### src/rtl/ifetch_prefetch_if.sv
// ifetch_prefetch_if: memory request/response, redirect and instruction-delivery signals of the fetch front end
interface ifetch_prefetch_if #(parameter int WIDTH = 32);
  logic             mem_req_valid, mem_req_ready, mem_resp_valid, redirect_valid, instr_valid, instr_ready;
  logic [WIDTH-1:0] mem_req_addr, mem_resp_data, redirect_pc, instr, instr_pc;
  modport master(
    output mem_req_valid, mem_req_addr, instr_valid, instr, instr_pc,
    input  mem_req_ready, mem_resp_valid, mem_resp_data, redirect_valid, redirect_pc, instr_ready
  );
  modport slave(
    input  mem_req_valid, mem_req_addr, instr_valid, instr, instr_pc,
    output mem_req_ready, mem_resp_valid, mem_resp_data, redirect_valid, redirect_pc, instr_ready
  );
endinterface

### src/rtl/ifetch_prefetch.sv
// ifetch_prefetch: sequential instruction prefetcher with a PC-tagged FIFO and redirect flush
module ifetch_prefetch #(
  parameter int               WIDTH    = 32,
  parameter int               DEPTH    = 4,
  parameter logic [WIDTH-1:0] RESET_PC = '0
) (
  input logic               clk,
  input logic               rst,
  ifetch_prefetch_if.master bus
);
  localparam int AW = $clog2(DEPTH);
  localparam int CW = AW + 1;
  typedef enum logic [1:0] {IDLE, FETCH, DRAIN} state_t;
  state_t             state, state_n;
  logic [WIDTH-1:0]   fetch_pc, resp_pc, redir_pc;
  logic [CW-1:0]      outstanding, drop_cnt, fifo_count, drop_new;
  logic [AW-1:0]      wr_ptr, rd_ptr;
  logic [2*WIDTH-1:0] fifo [DEPTH];
  logic               credit, req_fire, push, pop, redir, resp, drop_done;
  assign redir     = bus.redirect_valid;
  assign resp      = bus.mem_resp_valid;
  assign redir_pc  = bus.redirect_pc & ~WIDTH'(3);
  assign credit    = {1'b0, fifo_count} + {1'b0, outstanding} < (CW+1)'(DEPTH);
  assign req_fire  = bus.mem_req_valid & bus.mem_req_ready;
  assign push      = resp & (drop_cnt == '0) & !redir;
  assign pop       = bus.instr_valid & bus.instr_ready & !redir;
  // a response arriving alongside the redirect belongs to the old path
  assign drop_new  = outstanding - CW'(resp);
  assign drop_done = (drop_cnt == '0) || (drop_cnt == CW'(1) && resp);
  always_ff @(posedge clk)
    state <= rst ? IDLE : state_n;
  always_comb begin
    state_n = state == IDLE ? FETCH :
              redir ? (drop_new != '0 ? DRAIN : FETCH) :
              (state == DRAIN && drop_done) ? FETCH : state;
  end
  always_comb begin
    bus.mem_req_valid          = !rst && state != IDLE && credit && !redir;
    bus.mem_req_addr           = rst ? RESET_PC : fetch_pc;
    bus.instr_valid            = !rst && fifo_count != '0;
    {bus.instr, bus.instr_pc}  = fifo[rd_ptr];
  end
  always_ff @(posedge clk) begin
    if (rst) begin
      fetch_pc    <= RESET_PC;
      resp_pc     <= RESET_PC;
      outstanding <= '0;
      drop_cnt    <= '0;
      fifo_count  <= '0;
      wr_ptr      <= '0;
      rd_ptr      <= '0;
    end else begin
      outstanding <= outstanding + CW'(req_fire) - CW'(resp);
      if (redir) begin
        fetch_pc   <= redir_pc;
        resp_pc    <= redir_pc;
        drop_cnt   <= drop_new;
        fifo_count <= '0;
        wr_ptr     <= '0;
        rd_ptr     <= '0;
      end else begin
        if (req_fire) fetch_pc <= fetch_pc + WIDTH'(4);
        if (resp && drop_cnt != '0) drop_cnt <= drop_cnt - CW'(1);
        if (push) resp_pc <= resp_pc + WIDTH'(4);
        if (push) wr_ptr <= wr_ptr + AW'(1);
        if (pop) rd_ptr <= rd_ptr + AW'(1);
        fifo_count <= fifo_count + CW'(push) - CW'(pop);
      end
    end
  end
  always_ff @(posedge clk)
    if (push) fifo[wr_ptr] <= {bus.mem_resp_data, resp_pc};
  always_ff @(posedge clk)
    if (!rst) assert (!(resp && fifo_count == CW'(DEPTH)));
endmodule

### src/flat_wrapper.sv
// flat-port wrapper written by rule: the top's interface ports become plain ports
module ifetch_prefetch_flat 
#(
  parameter int               WIDTH    = 32,
  parameter int               DEPTH    = 4,
  parameter logic [WIDTH-1:0] RESET_PC = '0
)
  (clk, rst, bus_mem_req_valid, bus_mem_req_addr, bus_instr_valid, bus_instr, bus_instr_pc, bus_mem_req_ready, bus_mem_resp_valid, bus_mem_resp_data, bus_redirect_valid, bus_redirect_pc, bus_instr_ready);
  ifetch_prefetch_if #(.WIDTH(WIDTH)) bus_i ();
  input logic clk;
  input logic rst;
  output wire logic [$bits(bus_i.mem_req_valid)-1:0] bus_mem_req_valid;
  output wire logic [$bits(bus_i.mem_req_addr)-1:0] bus_mem_req_addr;
  output wire logic [$bits(bus_i.instr_valid)-1:0] bus_instr_valid;
  output wire logic [$bits(bus_i.instr)-1:0] bus_instr;
  output wire logic [$bits(bus_i.instr_pc)-1:0] bus_instr_pc;
  input wire logic [$bits(bus_i.mem_req_ready)-1:0] bus_mem_req_ready;
  input wire logic [$bits(bus_i.mem_resp_valid)-1:0] bus_mem_resp_valid;
  input wire logic [$bits(bus_i.mem_resp_data)-1:0] bus_mem_resp_data;
  input wire logic [$bits(bus_i.redirect_valid)-1:0] bus_redirect_valid;
  input wire logic [$bits(bus_i.redirect_pc)-1:0] bus_redirect_pc;
  input wire logic [$bits(bus_i.instr_ready)-1:0] bus_instr_ready;
  assign bus_mem_req_valid = bus_i.mem_req_valid;
  assign bus_mem_req_addr = bus_i.mem_req_addr;
  assign bus_instr_valid = bus_i.instr_valid;
  assign bus_instr = bus_i.instr;
  assign bus_instr_pc = bus_i.instr_pc;
  assign bus_i.mem_req_ready = bus_mem_req_ready;
  assign bus_i.mem_resp_valid = bus_mem_resp_valid;
  assign bus_i.mem_resp_data = bus_mem_resp_data;
  assign bus_i.redirect_valid = bus_redirect_valid;
  assign bus_i.redirect_pc = bus_redirect_pc;
  assign bus_i.instr_ready = bus_instr_ready;
  ifetch_prefetch #(.WIDTH(WIDTH), .DEPTH(DEPTH), .RESET_PC(RESET_PC)) u_core (.clk(clk), .rst(rst), .bus(bus_i));
endmodule
### config.mk
export PLATFORM = sky130hd
export DESIGN_NAME = ifetch_prefetch_flat
export DESIGN_NICKNAME = d
export VERILOG_FILES = /design/src/rtl/ifetch_prefetch_if.sv /design/src/rtl/ifetch_prefetch.sv /design/src/flat_wrapper.sv
export SDC_FILE = /design/constraint.sdc
export NUM_CORES = 1
export LEC_CHECK = 0
export ABC_CLOCK_PERIOD_IN_PS = 3900
export CORE_MARGIN = 1
export CORE_UTILIZATION = 30
export CTS_CLUSTER_DIAMETER = 120
export DETAILED_ROUTE_END_ITERATION = 12
export SYNTH_ARGS = -nofsm -noshare
export SYNTH_HDL_FRONTEND = slang
export SYNTH_SLANG_ARGS = --single-unit
### constraint.sdc
create_clock -name clk -period 3.9 [get_ports clk]
set_input_delay 0.39 -clock clk [delete_from_list [all_inputs] [get_ports clk]]
set_output_delay 0.39 -clock clk [all_outputs]
set_load 0.005 [all_outputs]
* After elaboration in Yosys (flattened, before gate mapping)
Memory sizes are Yosys's and may differ from the RTL's. A register that Yosys moved wholly into a read port is not among the register bits.
Index checks and enable logic that the tools add are counted.
** Storage, ports and cells
- Bits in writable memories :: 256
- Register bits :: 79
- Input bits :: 70
- Output and inout bits :: 98
- Memories kept :: 1
** Memory list
- u_core.fifo :: words 4, bits a word 64, read ports 1, clocked after Yosys merged registers in 1, wr ports 1, RTL line ifetch_prefetch.sv:18 : logic [2*WIDTH-1:0] fifo [DEPTH];
** Cells by class
- Equal/unequal tests :: 2
- Add/sub/neg operators :: 11
- Order comparisons :: 1
- Reduce and logical (&&, ||, !) cells :: 23
- Bitwise logic cells :: 5
- Multiplexer cells :: 15
** Operators by type and width (count)
- $mux W32 :: 5
- $add A32 B3 Y32 const B :: 2
- $reduce_bool A3 Y1 :: 4
- $mux W2 :: 5
- $reduce_bool A2 Y1 :: 5
- $sub A3 B1 Y3 :: 3
- $logic_and A1 B1 Y1 :: 7
- $add A3 B1 Y3 :: 2
- $mux W3 :: 2
- $and A1 B1 Y1 :: 5
- $add A2 B1 Y2 const B :: 2
- $add A3 B3 Y4 :: 1
- $lt A4 B3 Y1 const B :: 1
- $reduce_or A2 Y1 :: 2
- $eq A3 B1 Y1 const B :: 1
- $logic_not A3 Y1 :: 1
- $mux W1 :: 3
- $sub A3 B1 Y3 const B :: 1
- $eq A2 B2 Y1 const B :: 1
- $logic_not A1 Y1 :: 2
- $logic_not A2 Y1 :: 1
- $logic_or A1 B1 Y1 :: 1

* Longest topological paths before layout
- Depth after elaboration :: 7
- Gate-level depth with buffers :: 12
- Depth with buffers taken out :: 11

* Worst setup path before layout
Ideal clock, no wire load.
- Path type :: flip-flop to flip-flop
- Start point :: register u_core.drop_cnt[0]
- End point :: memory u_core.fifo[0][10] in the netlist's numbering (enable)
- Buffers on the path :: 0
- Path slack :: 1.011 ns
- Data arrival time :: 2.462 ns
- Library setup time :: 0.427 ns
- Cell stages (with the launch flop) :: 6
- Required time :: 3.473 ns
- Period minus slack after synthesis :: 2.889 ns
- Path through :: dfxtp_1 -> inv_1 -> ha_1 -> nand3b_4 -> nor2_1 -> and2_1
** On the way
- Cells in the longest elaborated chain, start to end :: 5
** Ends and longest elaborated chain
- start, declared :: RTL line ifetch_prefetch.sv:16 : logic [CW-1:0] outstanding, drop_cnt, fifo_count, drop_new;
- start signal, assigned :: RTL line ifetch_prefetch.sv:57 : drop_cnt <= drop_new;
- start signal, assigned :: RTL line ifetch_prefetch.sv:63 : if (resp && drop_cnt != '0) drop_cnt <= drop_cnt - CW'(1);
- $logic_not A3 Y1 :: RTL line ifetch_prefetch.sv:25 : assign push = resp & (drop_cnt == '0) & !redir;
- $and A1 B1 Y1 (2 in a row) :: RTL line ifetch_prefetch.sv:25
- via u_core.push :: RTL line ifetch_prefetch.sv:19 : logic credit, req_fire, push, pop, redir, resp, drop_done;
- $mux W1 :: RTL line ifetch_prefetch.sv:72 : if (push) fifo[wr_ptr] <= {bus.mem_resp_data, resp_pc};
- $mux W1 (implied by the code) :: RTL line ifetch_prefetch.sv:72
- end, declared :: RTL line ifetch_prefetch.sv:18
The timed path passes the listed nets, and every way through them passes these cells.

==> impl.org <==
** Critical path
- The worst setup path is of the register to primary output kind.
- Kind of end point of the critical path :: primary output
- Crit path required time :: 3.51 ns
- Maximum fanout encountered on the critical timing path :: 18
- Setup crit start kind :: register
- The worst register-to-register path has a setup slack of 0.97 ns.
- Arrival time at the worst endpoint :: 2.62 ns

** Detailed routing
- Using the TritonRoute via totals, the vias-per-cell ratio works out to 4.82.
- Detailed router's first-iteration violation count :: 488
- Avg WL per Cell :: 18.5 um
- Summed over all nets, wire length on met3 after detailed routing comes to 1920 um.
- The count of nets left with antenna violations once routing finished came out at 0.
- Via total after detailed routing :: 8057
- Total detailed-routing wirelength :: 31000 um
- Number of iterations in the first detailed-routing pass :: 4
- Signal routing reaches up to met4.
- For this run, design rule violations remaining after detail routing come to 0.
- The detailed router put a total of 14400 um of wire on met1.
- Detailed routing placed a total of 14200 um of wire on met2.

** Cells and area
- The filler cells instantiated in the layout total 4154.
- Count of inserted antenna diode cells :: 0
- For this run, the post-layout net count is 1146.
- Share of cells above drive strength 1 :: 13.8%
- The area growth from synthesis to layout is 25.3%.

** Synthesis
- Yosys printed 0 warnings.
- Counting distinct cell types in the post-synthesis netlist gives 59.
- Proportion of synthesized flip-flops having asynchronous set or reset :: 0%
- The synthesized design contains 248 enable-type register cells.
- FF+latch count, synth :: 325
- Most used flip-flop cell after synthesis :: edfxtp_1
- Fraction of the yosys area taken by sequential cells :: 66.7%
- The average instance in the mapped netlist occupies 15.2 um^2.
- The cell area that synthesis handed to floorplanning was 13500 um^2.
- After technology mapping, the gate count stands at 889.

** Timing
- Measured against its own limit, the worst slew margin works out to 36.1%.
- The number of pins with negative max-slew slack in the final report is 0.
- For the pin with the worst max-slew slack, the measured transition is 0.959 ns.
- Worst hold slack :: 0.258 ns
- Final total negative setup slack :: 0 ns
- Post-route clock skew :: 0.0141 ns
- The worst path uses 77.1% of the clock period.
- Final Setup Violations :: 0
- Timing would allow up to 0.333 GHz.
- Endpoints failing hold :: 0
- Setup repair after global routing left no endpoint under its margin.
- Shortest clock period the worst path allows after layout :: 3.01 ns

** Pwr
- In this run, the combinational gates consume 7.6% of the power.
- Worst IR Drop VDD :: 0.000217 V
- The analysis attributes to net switching a power of 0.00169 W.
- Summed over all cells, the static leakage comes to 5.38 nW.
- Share of total power in sequential cells :: 50.7%
- Cell-internal power :: 0.00610 W
- The design draws 0.00779 W.
- In this run the power density over the cells is 462 nW/um^2.
- Net switching is 21.7% of the power.
- The clock network accounts for 41.7% of the total power.

** Clocking
- Once the clock tree was built, the resizer swapped 0 gates to a different size.
- After clock tree synthesis, the clock-pin slew on the worst setup and hold paths is 0.06 ns.
- CTS built an H-tree with a depth of 2.
- CTS tree :: built
- CTS sink cnt :: 325
- The clock passes through at most 3 buffers.
- Clock tree root buffer cell :: clkbuf_16
- CTS buffer count :: 36
- The clock reaches the later pin of the worst-skew pair after 0.53 ns.
- Hold repair after CTS inserted 0 buffers.
- Post-CTS Repair Setup Buffers :: 0

** Global routing
- Remaining global-route overflow :: 0
- Global routing used 13.6% of the available tracks across all layers.
- First-pass GRT wire length :: 48200 um
- The initial antenna violation count was 0.
- The via count of the first global-routing pass came to 8226.
- Entering global routing, the biggest net connects 89 pins.

** Floorplanning
- Core box area :: 44200 um^2
- Measured along the x axis, the die boundary spans 214 um.
- For this design the top-level I/O count stands at 168.
- In this run the core area contains 77 standard-cell rows.
- Once the floorplan was initialized, standard cells occupied 30.5% of the core.
- The die is 214 um tall.
- The floorplan step defined a die boundary enclosing 45800 um^2.

** Placement
- The congestion estimate from routability-driven global placement came to 0.788.
- Dpl hpwl :: 19800 um
- During placement, the flow inserted port buffers numbering 161.

** Job
- Max Cap Viol :: 0

** Hold path
- The min-delay analysis places its worst path in the category input port to register.

** Status
- The run finished with clean final reports.
==> routing by layer <==
metal  GRT usage (%)  vias to the layer above
met2            21.4                      251
met1            18.6                     4036
li1                -                     3732
met4            3.60                        0
met3            3.61                       38
met5               0                        -
==> kinds of logic after synthesis <==
family          after synthesis  share of synthesized area (%)
simple gates                239                           9.82
buf+inv                      87                           2.81
other cells                   1                         0.0278
fa+ha+maj                    19                           1.88
xor+xnor                     40                           2.60
mux                          63                           10.4
flops                       325                           66.7
compound gates              115                           5.70
==> placed cells by master (no fill, tap or decap), types with 20 or more instances in the layout <==
master           count
clkbuf_16           37
edfxtp_1           248
a21oi_1             20
nand3_1             23
clkdlybuf4s50_1    160
nor2_1              44
inv_1               37
nand2_1             49
xnor2_1             27
nor2b_1             27
mux4_2              62
dfxtp_1             75
==> area by class of cell <==
type	count	area [um^2]	area share [%]
clock buffers	45	966	5.72
clock inverters	17	159	0.942
inverters	39	146	0.868
multi-input cells	480	4120	24.4
flip-flops and latches	325	8990	53.3
well taps	592	741	4.39
repair buffers	175	1750	10.4
==> cells in the mapped netlist (all sizes together) (3+ instances only) <==
cell / number / area [um^2]
edfxtp: 248 / 7450
dfxtp: 77 / 1540
mux4: 62 / 1400
nand2: 49 / 184
nor2: 44 / 165
inv: 38 / 143
clkbuf: 28 / 105
nor2b: 27 / 169
xnor2: 27 / 236
nand3: 23 / 115
nor3: 21 / 120
a21oi: 20 / 100
buf: 20 / 128
nand4: 19 / 131
a31oi: 18 / 113
or3: 18 / 113
ha: 17 / 213
o21ai: 15 / 75.1
a211oi: 14 / 105
a21boi: 14 / 105
o211ai: 13 / 97.6
xor2: 13 / 114
and2: 10 / 62.6
nor4: 10 / 105
o21a: 5 / 37.5
o31a: 5 / 43.8
a311oi: 4 / 35.0
and3: 3 / 20.0
and4: 3 / 26.3
nand3b: 3 / 35.0
==> through the flow <==
step	util, %	cells	area [um^2]	setup slack [ns]
2_1_floorplan	-	892	13500	1.01
3_3_place_gp	35.6	1611	15800	0.454
3_5_place_dp	35.6	1611	15800	0.465
4_1_cts	38.2	1673	16900	0.780
5_1_grt	38.2	1673	16900	0.691
6_report	38.2	1673	16900	0.894
==> worst paths after layout <==
check | start | endpoint | depth (start not counted)
setup / recovery | register | bus_instr_pc[28] | 3
hold / removal | rst | u_core.fifo_count[1] | 3
hold reg to reg | u_core.state[1] | u_core.state[1] | 2
setup reg to reg | u_core.fifo_count[1] | u_core.outstanding[2] | 12
==> state kept, by name, indices dropped and copies added, names as in the netlist, named ones only <==
signal / count
u_core.drop_cnt: 3
u_core.wr_ptr: 2
u_core.fifo: 248
u_core.fetch_pc: 30
u_core.state: 2
u_core.fifo_count: 3
u_core.outstanding: 3
u_core.rd_ptr: 2
u_core.resp_pc: 30
==> power by group through the flow <==
stage                     clock, W  combinational (W)  sequential (W)
final                      0.00325           0.000591         0.00395
after global routing       0.00349           0.000650         0.00396
after floorplan                  0           0.000312         0.00399
after CTS                  0.00336           0.000600         0.00395
after global placement           0           0.000591         0.00401
after detailed placement         0           0.000597         0.00402
==> worst max-delay path: stages, from the launching register on <==
cell and delay [ns]:
dfxtp_4 0.57, buf_4 0.43, mux4_2 0.56, clkdlybuf4s50_1 0.52
(Power assumes the default switching activity.)
